## config.mk

```make
export PLATFORM = sky130hd
export DESIGN_NAME = rk8e_dma
export DESIGN_NICKNAME = d
export VERILOG_FILES = /design/src/rtl/rk8e_dma.sv
export SDC_FILE = /design/constraint.sdc
export NUM_CORES = 1
export LEC_CHECK = 0
export BUFFER_PORTS_ARGS = -buffer_cell sky130_fd_sc_hd__buf_2
export CAP_MARGIN = 20
export CORE_MARGIN = 10
export CORE_UTILIZATION = 50
export DETAILED_ROUTE_END_ITERATION = 8
export PLACE_DENSITY = 0.87
export SYNTH_ARGS = -nofsm -noshare
export SYNTH_HDL_FRONTEND = slang
export SYNTH_SLANG_ARGS = --single-unit
export TNS_END_PERCENT = 1
```

## constraint.sdc

```tcl
create_clock -name clk -period 7.1 [get_ports clk]
set_clock_uncertainty 0.2 [all_clocks]
set_input_delay 1.42 -clock clk [delete_from_list [all_inputs] [get_ports clk]]
set_output_delay 1.42 -clock clk [all_outputs]
set_load 0.02 [all_outputs]
```

## src/rtl/rk8e_dma.sv

```systemverilog
// RK8E data-break sequencer: turns a disk transfer command into single-word
// data-break cycles, buffering words in a small FIFO between disk and memory.
module rk8e_dma #(
   parameter int unsigned FIFO_DEPTH = 4,
   parameter int unsigned FULL_WC    = 256
) (
   input  logic        clk,
   input  logic        reset,
   input  logic        cmd_start,
   input  logic        cmd_to_disk,
   input  logic        cmd_half,
   input  logic [2:0]  cmd_field,
   input  logic [11:0] cmd_addr,
   input  logic [11:0] dsk_wdata,
   input  logic        dsk_wvalid,
   output logic        dsk_wready,
   output logic [11:0] dsk_rdata,
   output logic        dsk_rvalid,
   input  logic        dsk_rready,
   output logic        data_break,
   output logic [14:0] dmaAddr,
   output logic [11:0] disk2mem,
   output logic        to_disk,
   input  logic        db_done,
   input  logic [11:0] mem2disk,
   output logic        busy,
   output logic        done,
   output logic [11:0] cur_addr
);

   localparam int unsigned PW   = $clog2(FIFO_DEPTH);
   localparam int unsigned CNTW = PW + 1;
   localparam int unsigned CW   = $clog2(FULL_WC) + 1;

   localparam logic [CW-1:0]   FULL_LEN  = CW'(FULL_WC);
   localparam logic [CW-1:0]   HALF_LEN  = CW'(FULL_WC / 2);
   localparam logic [CNTW-1:0] DEPTH_CNT = CNTW'(FIFO_DEPTH);

   localparam logic [2:0] IDLE  = 3'd0;
   localparam logic [2:0] ARM   = 3'd1;
   localparam logic [2:0] REQ   = 3'd2;
   localparam logic [2:0] ADV   = 3'd3;
   localparam logic [2:0] DRAIN = 3'd4;
   localparam logic [2:0] FIN   = 3'd5;

   logic [2:0]      state_q, state_d;
   logic            dir_q;
   logic [2:0]      field_q;
   logic [11:0]     cur_addr_q;
   logic [CW-1:0]   rem_q;
   logic [CW-1:0]   len_q;
   logic [CW-1:0]   acc_q;

   logic [11:0]     fifo_mem [FIFO_DEPTH];
   logic [PW-1:0]   rd_ptr_q, wr_ptr_q;
   logic [CNTW-1:0] cnt_q;

   logic            in_req, brk_done, fifo_empty, fifo_full;
   logic            wr_fire, rd_fire, push, pop;
   logic [11:0]     push_data, fifo_head;

   always_comb begin
      in_req     = (state_q == REQ);
      brk_done   = in_req & db_done;
      fifo_empty = (cnt_q == '0);
      fifo_full  = (cnt_q == DEPTH_CNT);
      fifo_head  = fifo_mem[rd_ptr_q];

      busy       = (state_q != IDLE);
      done       = (state_q == FIN);
      to_disk    = busy & dir_q;
      data_break = in_req;
      dmaAddr    = in_req ? {field_q, cur_addr_q} : 15'd0;
      disk2mem   = (in_req & ~dir_q) ? fifo_head : 12'd0;
      cur_addr   = cur_addr_q;

      // A break completing this cycle frees a slot, so a full FIFO may still accept.
      dsk_wready = busy & ~dir_q & (~fifo_full | brk_done) & (acc_q < len_q);
      dsk_rvalid = to_disk & ~fifo_empty;
      dsk_rdata  = dsk_rvalid ? fifo_head : 12'd0;

      wr_fire    = dsk_wvalid & dsk_wready;
      rd_fire    = dsk_rvalid & dsk_rready;
      push       = dir_q ? brk_done : wr_fire;
      pop        = dir_q ? rd_fire : brk_done;
      push_data  = dir_q ? mem2disk : dsk_wdata;
   end

   always_comb begin
      state_d = state_q;
      case (state_q)
         IDLE:    if (cmd_start) state_d = ARM;
         ARM:     if (dir_q ? ~fifo_full : ~fifo_empty) state_d = REQ;
         REQ:     if (db_done) state_d = ADV;
         ADV:     state_d = (rem_q == CW'(1)) ? DRAIN : ARM;
         DRAIN:   if (~dir_q | fifo_empty) state_d = FIN;
         FIN:     state_d = IDLE;
         default: state_d = IDLE;
      endcase
   end

   always_ff @(posedge clk or posedge reset) begin
      if (reset) begin
         state_q    <= IDLE;
         dir_q      <= 1'b0;
         field_q    <= 3'd0;
         cur_addr_q <= 12'd0;
         rem_q      <= '0;
         len_q      <= '0;
         acc_q      <= '0;
      end else begin
         state_q <= state_d;
         if (state_q == IDLE && cmd_start) begin
            dir_q      <= cmd_to_disk;
            field_q    <= cmd_field;
            cur_addr_q <= cmd_addr;
            rem_q      <= cmd_half ? HALF_LEN : FULL_LEN;
            len_q      <= cmd_half ? HALF_LEN : FULL_LEN;
            acc_q      <= '0;
         end else begin
            if (state_q == ADV) begin
               // 12-bit address wraps inside the field; field_q is never touched.
               cur_addr_q <= cur_addr_q + 12'd1;
               rem_q      <= rem_q - CW'(1);
            end
            if (wr_fire) acc_q <= acc_q + CW'(1);
         end
      end
   end

   always_ff @(posedge clk or posedge reset) begin
      if (reset) begin
         rd_ptr_q <= '0;
         wr_ptr_q <= '0;
         cnt_q    <= '0;
      end else begin
         if (push) wr_ptr_q <= wr_ptr_q + PW'(1);
         if (pop)  rd_ptr_q <= rd_ptr_q + PW'(1);
         case ({push, pop})
            2'b10:   cnt_q <= cnt_q + CNTW'(1);
            2'b01:   cnt_q <= cnt_q - CNTW'(1);
            default: cnt_q <= cnt_q;
         endcase
      end
   end

   always_ff @(posedge clk) begin
      if (push) fifo_mem[wr_ptr_q] <= push_data;
   end

endmodule
```

==> results of run 1 <==
-- worst max-delay path, stage by stage (launching register included) --
cell     delay [ps]
dfrtp_1         930
o31ai_1         210
nor2_1          720
and2_1          240
buf_2           170
-- power groups by stage --
stage | registers, mW | logic [mW] | clock network [mW]
global route | 0.950 | 1.06 | 0.351
floorplan | 0.878 | 0.707 | 0
detailed placement | 0.934 | 0.954 | 0
global placement | 0.919 | 0.903 | 0
CTS | 0.923 | 0.961 | 0.330
finish | 0.923 | 0.961 | 0.327
-- worst max-delay path by stage --
stage / to / slack (ps) / from / depth (start not counted)
floorplan: dsk_wready / 3270 / db_done / 3
global placement: dsk_wready / 3150 / db_done / 5
detailed placement: dsk_wready / 3160 / db_done / 5
CTS: dsk_rdata[9] / 2770 / dir_q / 4
global route: dsk_rdata[1] / 2660 / dir_q / 4
finish: dsk_rdata[9] / 2850 / dir_q / 4
-- logic make-up after synthesis --
kind of cell	after synthesis
AOI/OAI and AO/OA	39
adders and majority gates	11
xor gates and xnor gates	26
muxes	27
and+or+nand+nor	149
DFF	94
buffers and inverters	31
-- final cells by class --
type	instances	area share
flip-flops and latches	94	0.483
multi-input cells	252	0.347
repair buffers	105	0.102
well taps	108	0.0252
clock buffers	9	0.0231
clock inverters	7	0.0107
inverters	13	0.00908
-- stage by stage --
stage / hold WS, ps / total power, mW / utilization / cells / worst slack [ps]
2_1_floorplan: 237 / 1.59 / - / 377 / 3270
3_3_place_gp: 250 / 1.82 / 0.586 / 570 / 3150
3_5_place_dp: 263 / 1.89 / 0.586 / 571 / 3160
4_1_cts: 287 / 2.21 / 0.607 / 587 / 2770
5_1_grt: 319 / 2.36 / 0.610 / 588 / 2660
6_report: 286 / 2.21 / 0.610 / 588 / 2850
-- synthesized netlist by cell type (3+ instances only) --
cell type	count
edfxtp_1	48
dfrtp_1	46
and2_1	44
nand2_1	38
nor2_1	20
o21ai_0	14
xor2_1	14
inv_1	13
mux2_2	13
mux4_2	12
xnor2_1	12
clkbuf_1	11
nand3_1	11
ha_1	10
a21oi_1	6
nor3_1	6
o31ai_1	5
and3_1	4
buf_2	4
nand2b_1	3
nand3b_1	3
nand4_1	3
nor4_1	3
o211ai_1	3
-- per-layer routing --
layer / vias up / wire length, um / global-route usage
li1: 1529 / - / -
met1: 1619 / 3930 / 0.171
met2: 90 / 5510 / 0.271
met3: 20 / 666 / 0.0331
met4: 0 / 227 / 0.0801
met5: - / 0 / 0
-- flip-flops by register name (all words and copies together) (netlist names) --
signal    cells
cnt_q         3
rem_q         9
len_q         2
acc_q         9
rd_ptr_q      2
state_q       3
dir_q         1
cur_addr     12
field_q       3
fifo_mem     48
wr_ptr_q      2
==> flow_summary.toml, run 1 <==
[power_and_ir_drop]
pwr-share-comb = 0.435
intPower_mw = 1.28
p_sw_frac = 0.422
ir_drop_mv = 0.161
switchingPower_mw = 0.933
p_clk_frac = 0.148
power_frac_seq = 0.417
cellPowerDensity_nw_per_um2 = 412
p_leak_nw = 2.32

[clock_network]
clock_sinks = 94
cts_resized = 0
ctsHoldBuffers = 0
tritoncts = "done"
htreeDepth = 3
worst_skew_pair.late_latency_ps = 360
clockBufferDepth = 2
clock-root-buffer = "clkbuf_8"
cts_buffers = 9
clk_pin_slew_ps = 100
postCtsSetupBuffers = 0

[run_status]
outcome = "finished clean"

[setup_path]
cp-start-kind = "register"
rr_worst_depth = 9
crit_path_end_kind = "primary output"
cp_max_fo = 20
cp.arrival_ps = 2630
regToRegSetupSlack_ps = 3550
reg2reg_from = "dir_q"
r2r_end = "cnt_q[2]"
crit_required_ps = 5480
criticalPathCategory = "reg2out"

[timing]
hold_viol = 0
final-setup-viol-count = 0
fin_crit_ps = 4250
rsz0062_at_grt = "false"
fmax_ghz = 0.235
slew_viol_final = 0
fin_crit_sh = 0.598
worstMarginPinSlew_ps = 952
fin_tns_setup_ps = 0
slew_headroom = 0.364

[job]
drv_cap = 0

[placement]
dpl.hpwl_mm = 7.55
io_buffers = 103
place_congestion = 0.796
placed_cell_area_sq_um = 5160

[floorplanning]
die_w_um = 116
io_pins = 104
dieHeight_um = 116
initial_core_util = 0.520
fp.coreArea_sq_um = 8810
num_rows = 34
die-area_sq_um = 13400

[routing]
drtIter0Drc = 235
first_pass_iters = 4
via_count = 3258
drc = 0
wire_per_inst_um = 17.6
antenna_left = 0
drt_wl_total_mm = 10.3
vias_per_cell = 5.54

[hold_path]
min-delay-path-class = "reg2reg"
hold_depth = 2
hold_end = "field_q[2]"
worstHoldStart = "field_q[2]"

[logic_synthesis]
ys_types = 47
synth_fa_ha_area_frac = 0.0317
ys_seq_area_frac = 0.566
synth-async-reset-ratio = 0.489
ys_warn_count = 0
synthFlopType = "edfxtp_1"
synth_area_leaders = "edfxtp_1 (31%), dfrtp_1 (25%), and2_1 (6.0%)"
synth-compound-area-share = 0.0541
avgSynthCellArea_sq_um = 12.2
synthMuxAreaShare = 0.0953
yosysTopAreaCellShare = 0.315
synth_edf_count = 48
syn_area_sq_um = 4580
synthCells = 377
synthSimpleGateAreaFrac = 0.176
yosys.area.top_type = "edfxtp_1"
synth_xor_area_frac = 0.0497
synth_nets = 435
ys_ff_latch = 94
synth_top_family_by_area = "simple AND/OR/NAND/NOR gates"

[layout]
layout_common_cells = "buf_2 (103), edfxtp_1 (48), dfrtp_1 (46)"
ff_latch_area_sq_um = 2590
multiInputGateArea_sq_um = 1860
drive_gt1_frac = 0.313
finalNetCount = 533
fin_area_sq_um = 5370
layout_commonest_cell = "buf_2"
synthToLayoutAreaGrowth_pct = 17.3
fillers = 641
n_antenna_cell = 0

[global_route]
gr-total-overflow = 0
grt_max_degree = 47
antenna_found_initial = 0
first_global_vias = 3342
grt_pass1_wl_mm = 16.4
grt_use_total = 0.154
Power figures use the tool's default switching activity.
==> inputs of run 2 (changes only) <==
- CORE_UTILIZATION: 50 -> 49
- PLACE_DENSITY: 0.87 -> 0.88
- clock period: 7.1 -> 3.8 ns (I/O delays scaled with it)
==> run 2 against run 1 <==
Die area is 1.7% higher. Utilization is 2.0 points lower. Critical path depth stayed put. Sequential share of layout area is 0.22 points lower. Worst setup slack worse by 2200 ps. Largest cell class unchanged. Critical endpoint is now dmaAddr[3]. Power is 87% higher. Non-clock buffer count is 5 higher.
==> flow_summary.toml, run 2 (synthesis gave the netlist of run 1 again) <==
[run_status]
outcome = "finished clean"

[layout]
synthToLayoutAreaGrowth_pct = 17.8
n_antenna_cell = 0
final_util = 0.590
finalNetCount = 538
layout_common_cells = "buf_2 (103), edfxtp_1 (48), dfrtp_1 (46)"
drive_gt1_frac = 0.311
largest_reg_flops = 48
regMostFlops = "fifo_mem"
layout_commonest_cell = "buf_2"

[floorplanning]
num_rows = 35
initial_core_util = 0.501
die-area_sq_um = 13600
die_w_um = 117
fp.coreArea_sq_um = 9150
io_pins = 104
dieHeight_um = 117

[routing]
drtIter0Drc = 322
via_count = 3246
wire_per_inst_um = 18.0
antenna_left = 0
first_pass_iters = 5
vias_per_cell = 5.45
drt_wl_total_mm = 10.7
drc = 0

[global_route]
first_global_vias = 3256
antenna_found_initial = 0
grt_pass1_wl_mm = 16.5
grt_use_total = 0.155
grt_max_degree = 31
gr-total-overflow = 0

[power_and_ir_drop]
intPower_mw = 2.38
pwr-share-comb = 0.461
cellPowerDensity_nw_per_um2 = 765
p_sw_frac = 0.422
total_power_mw = 4.13
p_leak_nw = 2.33
ir_drop_mv = 0.267
p_clk_frac = 0.138
power_frac_seq = 0.401
switchingPower_mw = 1.74

[clock_network]
tritoncts = "done"
cts_resized = 0
htreeDepth = 3
ctsHoldBuffers = 0
cts_buffers = 9
clock-root-buffer = "clkbuf_8"
clock_sinks = 94
worst_skew_pair.late_latency_ps = 350
postCtsSetupBuffers = 0
clk_pin_slew_ps = 90
clockBufferDepth = 2

[timing]
hold_viol = 0
fin_crit_ps = 3170
worstMarginPinSlew_ps = 849
slew_headroom = 0.432
fmax_ghz = 0.315
fin_crit_sh = 0.835
final-setup-viol-count = 0
finalWorstSetupSlack_ps = 625
rsz0062_at_grt = "false"
slew_viol_final = 0
fin_tns_setup_ps = 0

[setup_path]
reg2reg_from = "state_q[1]"
regToRegSetupSlack_ps = 710
cp_cell_sequence = "nand2b_1 -> nor2_1 -> and2_1 -> buf_2"
crit_required_ps = 2840
cp_max_fo = 16
crit_path_end_kind = "primary output"
rr_worst_depth = 11
cp.arrival_ps = 2210
criticalPathCategory = "reg2out"
cp-start-kind = "register"
crit_slowest_cell = "nor2_1"
critPathLaunch = "state_q[0]"
critical_path_depth = 4
critical_path.top_delay_family = "simple AND/OR/NAND/NOR gates"
r2r_end = "cnt_q[2]"
max_stage_delay_ps = 670
crit_end = "dmaAddr[3]"
cp.buffers_inverters = 1

[job]
drv_cap = 0

[placement]
dpl.hpwl_mm = 7.71
io_buffers = 103
dp_slack_ps = 795
place_congestion = 0.795

[hold_path]
min-delay-path-class = "in2async"
run 2: cell count changes in the layout (fill, tap and decap cells not counted):
cell        delta
buf_4          +5
clkinvlp_4     +1
clkinv_1       +4
inv_6          -2
inv_2          -1
clkinv_4       -2
run 2: worst min-delay path by stage:
stage	start	to	slack [ps]
detailed placement	field_q[2]	field_q[2]	250
global route	reset	acc_q[6]	190
floorplan	field_q[0]	field_q[0]	240
CTS	field_q[2]	field_q[2]	280
global placement	field_q[2]	field_q[2]	250
finish	reset	acc_q[6]	170
run 2: power groups by stage:
stage          combinational, mW  sequential (mW)  clock (mW)
5_1_grt                     2.09             1.69       0.618
6_report                    1.90             1.66       0.568
3_3_place_gp                1.81             1.64           0
4_1_cts                     1.91             1.65       0.573
3_5_place_dp                1.90             1.67           0
2_1_floorplan               1.32             1.64           0
run 2: per-stage QoR:
step	hold WS (ps)	cells	area, sq um
after floorplan	237	377	4580
after global placement	249	579	5200
after detailed placement	254	579	5200
after CTS	276	595	5370
after global routing	188	596	5400
final	167	596	5400
run 2: metal layers:
metal	share of wire	global-route usage	vias up	wire length [um]
met5	0	0	-	0
met4	0.020	0.0741	0	219
met3	0.064	0.0257	18	684
met2	0.54	0.279	96	5750
met1	0.38	0.176	1592	4070
li1	-	-	1540	-
run 2: area by class of cell:
cell class,count,area [sq um]
Clock buffer,9,124
Clock inverter,7,41.3
Fill cell,669,3750
Inverter,13,48.8
Multi-Input combinational cell,252,1860
Sequential cell,94,2590
Tap cell,111,139
Timing Repair Buffer,110,588
